--- src/rtl/muldiv_pkg.sv ---
// Shared encodings for the iterative RV32M multiply/divide unit.
package muldiv_pkg;

  localparam int OP_W  = 3;
  localparam int REG_W = 5;

  // funct3 values of the RV32M extension
  typedef enum logic [OP_W-1:0] {
    OP_MUL    = 3'd0,
    OP_MULH   = 3'd1,
    OP_MULHSU = 3'd2,
    OP_MULHU  = 3'd3,
    OP_DIV    = 3'd4,
    OP_DIVU   = 3'd5,
    OP_REM    = 3'd6,
    OP_REMU   = 3'd7
  } op_e;

  typedef enum logic [1:0] {
    ST_IDLE = 2'd0,
    ST_MUL  = 2'd1,
    ST_DIV  = 2'd2,
    ST_DONE = 2'd3
  } state_e;

  function automatic logic op_is_div(input logic [OP_W-1:0] o);
    return o[2];
  endfunction

endpackage

--- src/rtl/muldiv_div_core.sv ---
// Restoring unsigned divider: one quotient bit per step; outputs show the post-step values.
module muldiv_div_core #(
  parameter int DWIDTH = 32
) (
  input  logic              clock_i,
  input  logic              reset_ni,
  input  logic              load_i,
  input  logic              step_i,
  input  logic [DWIDTH-1:0] dividend_i,
  input  logic [DWIDTH-1:0] divisor_i,
  output logic [DWIDTH-1:0] quotient_o,
  output logic [DWIDTH-1:0] remainder_o
);

  logic [DWIDTH-1:0] quo_q, quo_d, rem_q, rem_d, dsr_q;
  logic [DWIDTH:0]   shifted, diff;

  always_comb begin
    shifted = {rem_q, quo_q[DWIDTH-1]};
    diff    = shifted - {1'b0, dsr_q};
    if (diff[DWIDTH]) begin
      rem_d = shifted[DWIDTH-1:0];
      quo_d = {quo_q[DWIDTH-2:0], 1'b0};
    end else begin
      rem_d = diff[DWIDTH-1:0];
      quo_d = {quo_q[DWIDTH-2:0], 1'b1};
    end
  end

  // Post-step values let the top latch the final bit on the same edge it leaves DIV.
  assign quotient_o  = quo_d;
  assign remainder_o = rem_d;

  always_ff @(posedge clock_i or negedge reset_ni) begin
    if (!reset_ni) begin
      quo_q <= '0;
      rem_q <= '0;
      dsr_q <= '0;
    end else if (load_i) begin
      quo_q <= dividend_i;
      rem_q <= '0;
      dsr_q <= divisor_i;
    end else if (step_i) begin
      quo_q <= quo_d;
      rem_q <= rem_d;
    end
  end

endmodule

--- src/rtl/muldiv_unit.sv ---
// Iterative RV32M multiply/divide unit with register-file write-back.
// MULDIV_FAST_MUL_EN selects a single-cycle combinational multiplier instead of shift-add.
module muldiv_unit
  import muldiv_pkg::*;
#(
  parameter int DWIDTH = 32
) (
  input  logic              clock,
  input  logic              reset,
  input  logic              start,
  input  logic [OP_W-1:0]   op,
  input  logic [DWIDTH-1:0] opA,
  input  logic [DWIDTH-1:0] opB,
  input  logic [REG_W-1:0]  rd,
  input  logic              flush,
  output logic              busy,
  output logic              done,
  output logic [DWIDTH-1:0] result,
  output logic [REG_W-1:0]  waddr
);

  localparam int CW = $clog2(DWIDTH) + 1;

  state_e              state_q, state_d;
  op_e                 op_q;
  logic [REG_W-1:0]    rd_q, waddr_q, waddr_d;
  logic [CW-1:0]       cnt_q;
  logic [DWIDTH-1:0]   mcand_q, result_q, result_d;
  logic [2*DWIDTH-1:0] prod_q, prod_step, prod_fin;
  logic [DWIDTH:0]     mul_sum;
  logic                neg_q, rneg_q;
  logic                accept, a_signed, b_signed, a_neg, b_neg, div_zero, div_ovf;
  logic [DWIDTH-1:0]   a_mag, b_mag, quo, rem, mul_res, div_res, imm_res;

  assign busy   = (state_q == ST_MUL) || (state_q == ST_DIV);
  assign done   = (state_q == ST_DONE);
  assign result = result_q;
  assign waddr  = waddr_q;
  assign accept = start && !busy && !flush;

  // Operand decode: plain MUL is treated as unsigned since its low half is sign-agnostic.
  always_comb begin
    a_signed = (op == OP_MULH) || (op == OP_MULHSU) || (op == OP_DIV) || (op == OP_REM);
    b_signed = (op == OP_MULH) || (op == OP_DIV) || (op == OP_REM);
    a_neg    = a_signed && opA[DWIDTH-1];
    b_neg    = b_signed && opB[DWIDTH-1];
    a_mag    = a_neg ? -opA : opA;
    b_mag    = b_neg ? -opB : opB;
    div_zero = op_is_div(op) && (opB == '0);
    div_ovf  = ((op == OP_DIV) || (op == OP_REM)) &&
               (opA == {1'b1, {(DWIDTH-1){1'b0}}}) && (&opB);
    if (div_zero) imm_res = op[1] ? opA : '1;
    else          imm_res = op[1] ? '0 : opA;
  end

  always_comb begin
    mul_sum   = {1'b0, prod_q[2*DWIDTH-1:DWIDTH]} + (prod_q[0] ? {1'b0, mcand_q} : '0);
    prod_step = {mul_sum, prod_q[DWIDTH-1:1]};
    prod_fin  = neg_q ? -prod_step : prod_step;
    mul_res   = (op_q == OP_MUL) ? prod_fin[DWIDTH-1:0] : prod_fin[2*DWIDTH-1:DWIDTH];
    div_res   = op_q[1] ? (rneg_q ? -rem : rem) : (neg_q ? -quo : quo);
  end

`ifdef MULDIV_FAST_MUL_EN
  logic [2*DWIDTH-1:0] fast_prod, fast_fin;
  logic [DWIDTH-1:0]   fast_res;
  always_comb begin
    fast_prod = {{DWIDTH{1'b0}}, a_mag} * {{DWIDTH{1'b0}}, b_mag};
    fast_fin  = (a_neg ^ b_neg) ? -fast_prod : fast_prod;
    fast_res  = (op == OP_MUL) ? fast_fin[DWIDTH-1:0] : fast_fin[2*DWIDTH-1:DWIDTH];
  end
`endif

  always_comb begin
    state_d  = state_q;
    result_d = result_q;
    waddr_d  = waddr_q;
    if (flush) begin
      state_d = ST_IDLE;
    end else begin
      case (state_q)
        ST_IDLE, ST_DONE: begin
          if (state_q == ST_DONE) state_d = ST_IDLE;
          if (start) begin
            if (div_zero || div_ovf) begin
              state_d  = ST_DONE;
              result_d = imm_res;
              waddr_d  = rd;
            end else if (!op_is_div(op)) begin
`ifdef MULDIV_FAST_MUL_EN
              state_d  = ST_DONE;
              result_d = fast_res;
              waddr_d  = rd;
`else
              state_d  = ST_MUL;
`endif
            end else begin
              state_d = ST_DIV;
            end
          end
        end
        ST_MUL: if (cnt_q == '0) begin
          state_d  = ST_DONE;
          result_d = mul_res;
          waddr_d  = rd_q;
        end
        ST_DIV: if (cnt_q == '0) begin
          state_d  = ST_DONE;
          result_d = div_res;
          waddr_d  = rd_q;
        end
        default: state_d = ST_IDLE;
      endcase
    end
  end

  always_ff @(posedge clock or negedge reset) begin
    if (!reset) begin
      state_q  <= ST_IDLE;
      result_q <= '0;
      waddr_q  <= '0;
    end else begin
      state_q  <= state_d;
      result_q <= result_d;
      waddr_q  <= waddr_d;
    end
  end

  always_ff @(posedge clock or negedge reset) begin
    if (!reset) begin
      op_q    <= OP_MUL;
      rd_q    <= '0;
      cnt_q   <= '0;
      mcand_q <= '0;
      prod_q  <= '0;
      neg_q   <= 1'b0;
      rneg_q  <= 1'b0;
    end else if (accept) begin
      op_q    <= op_e'(op);
      rd_q    <= rd;
      cnt_q   <= CW'(DWIDTH - 1);
      mcand_q <= a_mag;
      prod_q  <= {{DWIDTH{1'b0}}, b_mag};
      neg_q   <= a_neg ^ b_neg;
      rneg_q  <= a_neg;
    end else if (busy) begin
      cnt_q <= cnt_q - CW'(1);
      if (state_q == ST_MUL) prod_q <= prod_step;
    end
  end

  muldiv_div_core #(.DWIDTH(DWIDTH)) u_div_core (
    .clock_i     (clock),
    .reset_ni    (reset),
    .load_i      (accept && op_is_div(op)),
    .step_i      (state_q == ST_DIV),
    .dividend_i  (a_mag),
    .divisor_i   (b_mag),
    .quotient_o  (quo),
    .remainder_o (rem)
  );

endmodule

--- config.mk ---
export PLATFORM = sky130hd
export DESIGN_NAME = muldiv_unit
export DESIGN_NICKNAME = d
export VERILOG_FILES = /design/src/rtl/muldiv_pkg.sv /design/src/rtl/muldiv_div_core.sv /design/src/rtl/muldiv_unit.sv
export SDC_FILE = /design/constraint.sdc
export NUM_CORES = 1
export LEC_CHECK = 0
export BUFFER_PORTS_ARGS = -buffer_cell sky130_fd_sc_hd__buf_4
export CORE_ASPECT_RATIO = 0.75
export CORE_MARGIN = 2
export CORE_UTILIZATION = 55
export DETAILED_ROUTE_END_ITERATION = 10
export PLACE_DENSITY = 0.76
export SLEW_MARGIN = 20
export SYNTH_ARGS = -nofsm -noshare
export SYNTH_HDL_FRONTEND = slang
export SYNTH_SLANG_ARGS = --single-unit
--- constraint.sdc ---
create_clock -name clock -period 4.5 [get_ports clock]
set_input_delay 0.675 -clock clock [delete_from_list [all_inputs] [get_ports clock]]
set_output_delay 0.675 -clock clock [all_outputs]
set_load 0.005 [all_outputs]
* Word-level counts from Yosys, hierarchy flattened
Index checks and enable logic that the tools add are counted.
** Storage, ports and cells
- Register bits :: 247
- Bits of input ports :: 76
- Output and inout port bits :: 39
- Word-level logic and storage cells :: 108
** Operators by class
- $add $sub $neg :: 8
- Equal/unequal tests :: 15
- Mux-type cells :: 38
- Bitwise operators :: 2
- Reductions and logical operators :: 32
** Operators by type and width (count)
- $mux W32 :: 19
- $mux W64 :: 4
- $neg A32 Y32 :: 4
- $pmux W32 S3 :: 1
- $neg A64 Y64 :: 1
- $add A32 B32 Y33 :: 1
- $sub A33 B32 Y33 :: 1
- $eq A32 B32 Y1 const B :: 1
- $logic_not A32 Y1 :: 1
- $reduce_and A32 Y1 :: 1
- $mux W5 :: 3
- $mux W2 :: 6
- $mux W6 :: 2
- $pmux W5 S2 :: 1
- $logic_and A1 B1 Y1 :: 8
- $logic_or A1 B1 Y1 :: 8
- $eq A3 B3 Y1 const B :: 2
- $logic_not A6 Y1 :: 1
- $ne A2 B2 Y1 const B :: 3
- $reduce_bool A2 Y1 :: 3
- $sub A6 B1 Y6 const B :: 1
- $reduce_and A5 Y1 :: 1
- $eq A2 B2 Y1 const B :: 2
- $ne A2 B1 Y1 const B :: 2
- other kinds (15) :: 18

* Logic depth before layout (Yosys ltp)
Gate-level depths: netlist of the first run.
- Depth in word-level cells :: 9
- Depth in mapped cells :: 26
- Depth with buffers taken out :: 22

* Modules after synthesis
Synthesis of the first run repeated with hierarchy kept, for this count alone.
** Second synthesis, totals
- Cells, all modules :: 2719
- Area, all modules :: 21219.1 um^2
** Modules (own cells, without submodules)
- muldiv_unit :: instances 1, cells each 1932, area each 14447.6 um^2, sequential area each 3778.6 um^2
- muldiv_div_core :: instances 1, cells each 787, area each 6771.5 um^2, sequential area each 2402.3 um^2

* Worst setup path before layout of the first run
No wires, ideal clock.
- Path type :: flip-flop to flip-flop
- Start :: reg u_div_core.quo_q[31]
- End :: reg result_q[22] (netlist: result[22])
- Setup time :: 0.134 ns
- Arrival :: 4.674 ns
- Required time :: 4.366 ns
- Path slack :: -0.309 ns
- Cell stages (with the launch flop) :: 26
- Path buffers :: 4
- Period minus slack after synthesis :: 4.809 ns
- Cell sequence :: dfrtp_1 inv_1 ha_1 fa_1 nor2b_1 o31a_1 o21ai_2 o21ai_2 a2111oi_4 nor2_4 inv_2 buf_2 buf_4 buf_4 buf_2 nand2_1 o21ai_0 inv_1 ha_1 and3_1 a31oi_1 a211o_1 o21ai_1 xor2_1 a221oi_1 a22oi_1
** On the way
- Cells in the longest elaborated chain, start to end :: 7
- Elaborated cells between the ends (all ways) :: 10
- Those cells by class :: 3 x add/sub; 7 x mux
** RTL lines
- start: declaration :: line muldiv_div_core.sv:15 : logic [DWIDTH-1:0] quo_q, quo_d, rem_q, rem_d, dsr_q;
- start signal: assignment :: line muldiv_div_core.sv:40 : quo_q <= dividend_i;
- start signal: assignment :: line muldiv_div_core.sv:44 : quo_q <= quo_d;
- $sub A33 B32 Y33 :: line muldiv_div_core.sv:20 : diff = shifted - {1'b0, dsr_q};
- $mux W1 or $mux W32 (tied branches) :: line muldiv_div_core.sv:21 : if (diff[DWIDTH]) begin
- $neg A32 Y32 :: line muldiv_unit.sv:61 : div_res = op_q[1] ? (rneg_q ? -rem : rem) : (neg_q ? -quo : quo);
- $mux W32 :: line muldiv_unit.sv:61
- $mux W32 * :: line muldiv_unit.sv:61
- $mux W32 * :: line muldiv_unit.sv:107 : ST_DIV: if (cnt_q == '0) begin
- $pmux W32 S3 * :: line muldiv_unit.sv:81 : case (state_q)
- end signal: assignment :: line muldiv_unit.sv:124 : result_q <= result_d;
- end: declaration :: line muldiv_unit.sv:28 : logic [DWIDTH-1:0] mcand_q, result_q, result_d;
Mark *: on every way between the ends. The rest lies on a longest branch, timed or not. The select of a mux whose other input is x is not followed.
A chain may end at the register's enable or synchronous reset.

* Worst setup path after layout of the first run
- Start :: reg mcand_q[6]
- End :: reg result_q[22] (netlist: result[22])
** On the way
- Cells in the longest elaborated chain, start to end :: 7
** RTL lines
- start: declaration :: line muldiv_unit.sv:28
- start signal: assignment :: line muldiv_unit.sv:142 : mcand_q <= a_mag;
- $mux W32 * :: line muldiv_unit.sv:57 : mul_sum = {1'b0, prod_q[2*DWIDTH-1:DWIDTH]} + (prod_q[0] ? {1'b0, mcand_q} : '0);
- $add A32 B32 Y33 * :: line muldiv_unit.sv:57
- $neg A64 Y64 :: line muldiv_unit.sv:59 : prod_fin = neg_q ? -prod_step : prod_step;
- $mux W64 * :: line muldiv_unit.sv:59
- $mux W32 * :: line muldiv_unit.sv:60 : mul_res = (op_q == OP_MUL) ? prod_fin[DWIDTH-1:0] : prod_fin[2*DWIDTH-1:DWIDTH];
- $mux W32 * :: line muldiv_unit.sv:102 : ST_MUL: if (cnt_q == '0) begin
- $pmux W32 S3 * :: line muldiv_unit.sv:81
Marked as above.

==> results_dict.tcl, run 1 <==
set metrics [dict create \
    status "complete, no violations" \
    fmax_ghz 0.227 \
    grt_pass1_vias 20273 \
    cts-htree-levels 1 \
    netlist.area_leader.share 0.298 \
    n_fill_cell 3156 \
    cp_num_buf_inv 1 \
    final_nets 2951 \
    insertion_delay_ns 0.61 \
    vias 22293 \
    regArea_mm2 0.00619 \
    antenna_found_initial 3 \
    slew_violations 0 \
    clock-root-buffer "clkbuf_16" \
    drt_iter0_drc 3076 \
    end_kind "flip-flop" \
    synth.top_cells.by_count "340 x nand2_1, 268 x o21ai_0, 247 x dfrtp_1" \
    critPathLaunch "mcand_q[6]" \
    post-route-drc-count 0 \
    via_per_inst 6.70 \
    crit_cells 15 \
    cts_buffers 28 \
    die_area_mm2 0.0394 \
    place_hpwl_um 63400 \
    fin_crit_sh 0.980 \
    ctsHoldBuffers 0 \
    fp.coreArea_mm2 0.0372 \
    synth_top_cell_by_area "dfrtp_1" \
    seq_area_frac_synth 0.298 \
    synth_cells 2615 \
    cp.arrival_ns 4.87 \
    hold_slack_ns 0.0857 \
    rsz0062_at_grt "true" \
    syn-num-nets 2769 \
    crit_top_cell "o211ai_1" \
    gr-total-overflow 0 \
    wl_um 83900 \
    grt_pass1_wl_um 124000 \
    crit_chain "and2_1 > ha_4 > buf_4 > o211ai_1 > and3_1 > a211o_1 > or4b_4 > nor3_4 > nand3_4 > or3_4 > nor4_4 > nor2_1 > xnor2_1 > o211ai_1 > a22oi_1" \
    synthFlopType "dfrtp_1" \
    ys_async_sr_fraction 1.00 \
    die_h_um 172 \
    cts_tree "done" \
    synth_edf_count 0 \
    final_hold_viol_count 0 \
    numPortBuffers 114 \
    cts.sinks 247 \
    max_slew_margin 0.360 \
    multi_input_area_mm2 0.0141 \
    rr_startpoint "mcand_q[6]" \
    final.setup_skew_ns 0.0348 \
    reg2reg_depth 15 \
    critPathRequiredTime_ns 4.96 \
    initial_utilization 0.559 \
    syn_area_mm2 0.0208 \
    syn_avg_cell_area_um2 7.94 \
    crit_family "simple AND/OR/NAND/NOR gates" \
    routabilityCongestion 1.04 \
    detail-route-antenna-nets 0 \
    start_kind "flip-flop" \
    routedWlPerCell_um 25.2 \
    cts.clk_slew.worst_paths_ns 0.07 \
    crit_path_max_fanout 8 \
    tightestPinTransition_ns 0.954 \
    yosysWarnings 0 \
    die_w_um 228 \
    cpPeakStageDelay_ns 0.59 \
    path_class "reg2reg" \
    synth_cell_type_count 109 \
    grt_max_degree 113 \
    setup_violations 0 \
    min_period_ns 4.41 \
    worst_path_max_delay_cell "or4b_4" \
    synthTopCellsByArea "dfrtp_1 30%, o21ai_0 6.5%, nand2_1 6.1%" \
    clock_path_buffers 3 \
    yosysMostFrequentCell "nand2_1" \
    drive_gt1_frac 0.183 \
    first_pass_iters 6 \
    io_pins 115 \
    std_cell_rows 61 \
    hp-class "in2async" \
    area_delta_synth_final_pct 18.7 \
    max_cap_violations 0 \
    track_usage 0.412 \
    ys_ff_latch 247 \
]
-- routing by layer --
metal | global-route usage | part of all wire | vias to the layer above
met4 | 0.104 | 0.028 | 4
met3 | 0.148 | 0.13 | 197
met5 | 0.0300 | 0.0020 | -
li1 | - | - | 9945
met2 | 0.617 | 0.42 | 1355
met1 | 0.564 | 0.42 | 10792
-- worst register-to-register path, cell delays in order, from the launching register on --
cell and delay [ns]:
dfrtp_1 0.48, and2_1 0.24, ha_4 0.28, buf_4 0.15, o211ai_1 0.19, and3_1 0.21
a211o_1 0.29, or4b_4 0.59, nor3_4 0.31, nand3_4 0.12, or3_4 0.43, nor4_4 0.14
nor2_1 0.07, xnor2_1 0.13, o211ai_1 0.50, a22oi_1 0.14
-- final timing paths --
check                                            end  slack [ns]
worst min register to register           mcand_q[31]        0.48
worst min-delay path            u_div_core.dsr_q[10]        0.09
min in group clock                           rd_q[1]        0.28
worst max register to register            result[22]        0.09
max in group asynchronous                 prod_q[40]        3.33
worst max-delay path                      result[22]        0.09
-- stage by stage --
stage	TNS (ns)	cell area, µm²	instances	worst slack, ns	util
6_report	0	24700	3325	0.0894	0.663
5_1_grt	-0.0987	24700	3323	-0.0523	0.663
4_1_cts	0	24100	3302	0.0609	0.649
3_5_place_dp	-0.0902	23100	3250	-0.0736	0.622
3_3_place_gp	-0.112	23100	3250	-0.0860	0.622
2_1_floorplan	0	20900	2615	0.00669	-
-- logic make-up (layout without fill, tap and decap cells) --
| logic type | after synthesis | count (layout) | share of synthesized area |
|---|---|---|---|
| AO/OA/AOI/OAI | 861 | 861 | 0.269 |
| XOR/XNOR | 199 | 199 | 0.0839 |
| adder cells (fa/ha/maj) | 109 | 109 | 0.0626 |
| buffers and inverters | 248 | 452 | 0.0481 |
| flip-flops | 247 | 247 | 0.298 |
| multiplexers | 39 | 39 | 0.0198 |
| other | 0 | 2 | 0 |
| AND/OR/NAND/NOR | 912 | 912 | 0.219 |
-- repair_timing --
| item | 4_1_cts | 5_1_grt |
|---|---|---|
| hold endpoints to repair | 0 | 0 |
| buffers inserted | 0 | 21 |
| pin swaps | 0 | 25 |
| endpoints found under the setup margin | 3 | 19 |
| gates cloned | 0 | 0 |
| resized for setup | 2 | 77 |
-- cells in the final DEF (no fill, tap or decap), types with 37 or more instances in the layout --
| cell type | n |
|---|---|
| nand3_1 | 61 |
| nand2_1 | 336 |
| and2_1 | 46 |
| nor2_1 | 155 |
| inv_1 | 71 |
| ha_1 | 63 |
| xnor2_1 | 100 |
| buf_4 | 314 |
| xor2_1 | 95 |
| o31ai_1 | 44 |
| a22oi_1 | 41 |
| a21oi_1 | 164 |
| o21ai_0 | 262 |
| dfrtp_1 | 242 |
| nor3_1 | 49 |
| o211ai_1 | 40 |
| a211oi_1 | 62 |
| nor2b_1 | 37 |
-- registers in the layout (all words and copies together) (netlist names) --
name              count
u_div_core.rem_q     32
waddr                 5
state_q               2
neg_q                 1
cnt_q                 6
op_q                  3
result               32
prod_q               64
u_div_core.dsr_q     32
u_div_core.quo_q     32
rneg_q                1
mcand_q              32
rd_q                  5
-- area by class of cell --
type,instances,area share
clock inverters,21,0.0106
repair buffers,320,0.0993
multi-input cells,2120,0.571
inverters,80,0.0123
flip-flops and latches,247,0.251
diodes,2,0.000203
well taps,504,0.0256
clock buffers,31,0.0297
Power of run 1 is not shown: default switching activity piles up to over one toggle a cycle in this logic, so the estimate is an artifact.
==> inputs of run 2 (changes only) <==
--- a/config.mk
+++ b/config.mk
@@ -9,8 +9,9 @@
 export CORE_ASPECT_RATIO = 0.75
 export CORE_MARGIN = 2
 export CORE_UTILIZATION = 55
+export CTS_BUF_LIST = sky130_fd_sc_hd__clkbuf_8
 export DETAILED_ROUTE_END_ITERATION = 10
-export PLACE_DENSITY = 0.76
+export PLACE_DENSITY = 0.73
 export SLEW_MARGIN = 20
 export SYNTH_ARGS = -nofsm -noshare
 export SYNTH_HDL_FRONTEND = slang
==> constraint.sdc (replaced) <==
create_clock -name clock -period 4.35 [get_ports clock]
set_input_delay 0.6525 -clock clock [delete_from_list [all_inputs] [get_ports clock]]
set_output_delay 0.6525 -clock clock [all_outputs]
set_load 0.005 [all_outputs]
==> run 2 against run 1 <==
Effect of this change: the run now ends with setup timing left; register-to-register slack lost 0.14 ns; worst setup slack worse by 0.14 ns; design area rose by 2.1%; highest routed layer unchanged; non-clock buffer count is 33 higher; maximum frequency up 0.30%; sequential share of layout area is 0.50 points lower; core utilization grew 1.4 points.
==> results_dict.tcl, run 2 (synthesis results as in run 1) <==
set metrics [dict create \
    tightestPinTransition_ns 1.07 \
    fp.coreArea_mm2 0.0372 \
    min_period_ns 4.40 \
    clock_path_buffers 3 \
    final.setup_skew_ns 0.0500 \
    io_pins 115 \
    grt_max_degree 145 \
    fmax_ghz 0.227 \
    antennaDiodeCount 0 \
    via_per_inst 6.70 \
    initial_utilization 0.559 \
    hold_slack_ns 0.151 \
    critPathRequiredTime_ns 4.83 \
    crit_family "simple AND/OR/NAND/NOR gates" \
    detail-route-antenna-nets 0 \
    n_fill_cell 3106 \
    die_h_um 172 \
    grt_pass1_wl_um 125000 \
    crit_chain "and2_4 > ha_4 > fa_2 > a211oi_2 > o211ai_1 > buf_4 > a31oi_4 > a21oi_4 > xor2_1 > or4b_4 > nand4bb_4 > nor3_4 > a21oi_2 > xor2_1 > o221ai_2 > a211o_1" \
    die_area_mm2 0.0394 \
    routabilityCongestion 1.01 \
    drive_gt1_frac 0.210 \
    std_cell_rows 61 \
    clock-root-buffer "clkbuf_8" \
    start_kind "flip-flop" \
    drt_iter0_drc 2870 \
    crit_top_cell "xor2_1" \
    cts_tree "done" \
    area_delta_synth_final_pct 21.2 \
    final_nets 3000 \
    max_cap_violations 0 \
    post-route-drc-count 0 \
    crit_path_max_fanout 5 \
    cts-htree-levels 2 \
    setup_violations 4 \
    largest_reg_flops 64 \
    reg2reg_depth 16 \
    final_common_cell "buf_4" \
    hp-class "in2async" \
    rsz0062_at_grt "true" \
    setup_ws_ns -0.0472 \
    cts_buffers 44 \
    first_pass_iters 6 \
    cts.sinks 247 \
    cts.clk_slew.worst_paths_ns 0.07 \
    end_kind "flip-flop" \
    slew_violations 0 \
    routedWlPerCell_um 25.2 \
    finish.utilization 0.677 \
    crit_cells 16 \
    final_hold_viol_count 0 \
    wl_um 85400 \
    final_cell_mix "343 x buf_4, 335 x nand2_1, 255 x o21ai_0" \
    die_w_um 228 \
    regArea_mm2 0.00619 \
    regMostFlops "prod_q" \
    insertion_delay_ns 0.64 \
    multi_input_area_mm2 0.0144 \
    fin_crit_sh 1.01 \
    pre_cts_ws_ns -0.0623 \
    max_slew_margin 0.289 \
    worst_path_max_delay_cell "or4b_4" \
    antenna_found_initial 5 \
    track_usage 0.415 \
    cp_num_buf_inv 1 \
    numPortBuffers 114 \
    failed_checks "setup timing" \
    grt_pass1_vias 20333 \
    ctsHoldBuffers 0 \
    status "finished, violations left" \
    cpPeakStageDelay_ns 0.59 \
    place_hpwl_um 63500 \
    path_class "reg2reg" \
    cp.arrival_ns 4.88 \
    gr-total-overflow 0 \
    vias 22643 \
]
-- run 2: final timing paths --
check,startpoint,endpoint,slack (ns)
min in group clock,rd[3],rd_q[3],0.22
max in group asynchronous,reset,result[10],3.22
worst min-delay path,reset,u_div_core.dsr_q[24],0.15
worst max register to register,prod_q[0],result[26],-0.05
worst min register to register,result[0],result[0],0.48
worst max-delay path,prod_q[0],result[26],-0.05
-- run 2: worst reg2reg max path: cells and delay by family (launching register included) --
kind	cells	cell delay (ns)
XOR/XNOR	2	0.38
flip-flops	1	0.45
buffers and inverters	1	0.19
AND/OR/NAND/NOR	4	1.37
adder cells (fa/ha/maj)	2	0.55
AO/OA/AOI/OAI	7	1.32
-- run 2: timing repair --
action	CTS	global route
pin swaps	0	56
gates resized for setup	6	129
gates cloned	0	1
buffers inserted	0	27
setup endpoints to repair	7	23
-- run 2: area by class of cell --
class,count,area share
clock buffer,54,0.0295
clock inverter,23,0.00666
inverter,80,0.0120
multi-input combinational,2120,0.572
sequential,247,0.246
tap,504,0.0251
timing repair buffer,353,0.109
-- run 2: routing by layer --
| metal | vias to the layer above | track usage | part of all wire |
|---|---|---|---|
| li1 | 10071 | - | - |
| met1 | 10884 | 0.599 | 0.43 |
| met2 | 1424 | 0.597 | 0.41 |
| met3 | 262 | 0.135 | 0.13 |
| met4 | 2 | 0.106 | 0.033 |
| met5 | - | 0 | 0.00070 |
-- run 2: metrics by stage --
step	cell area, µm²	instances	TNS, ns
detailed placement	23400	3277	-0.162
global placement	23400	3277	-0.0373
global route	25200	3381	-1.12
CTS	24300	3354	-0.0206
finish	25200	3381	-0.133
floorplan	20900	2615	-0.157
Power of run 2 is left out for the same reason.
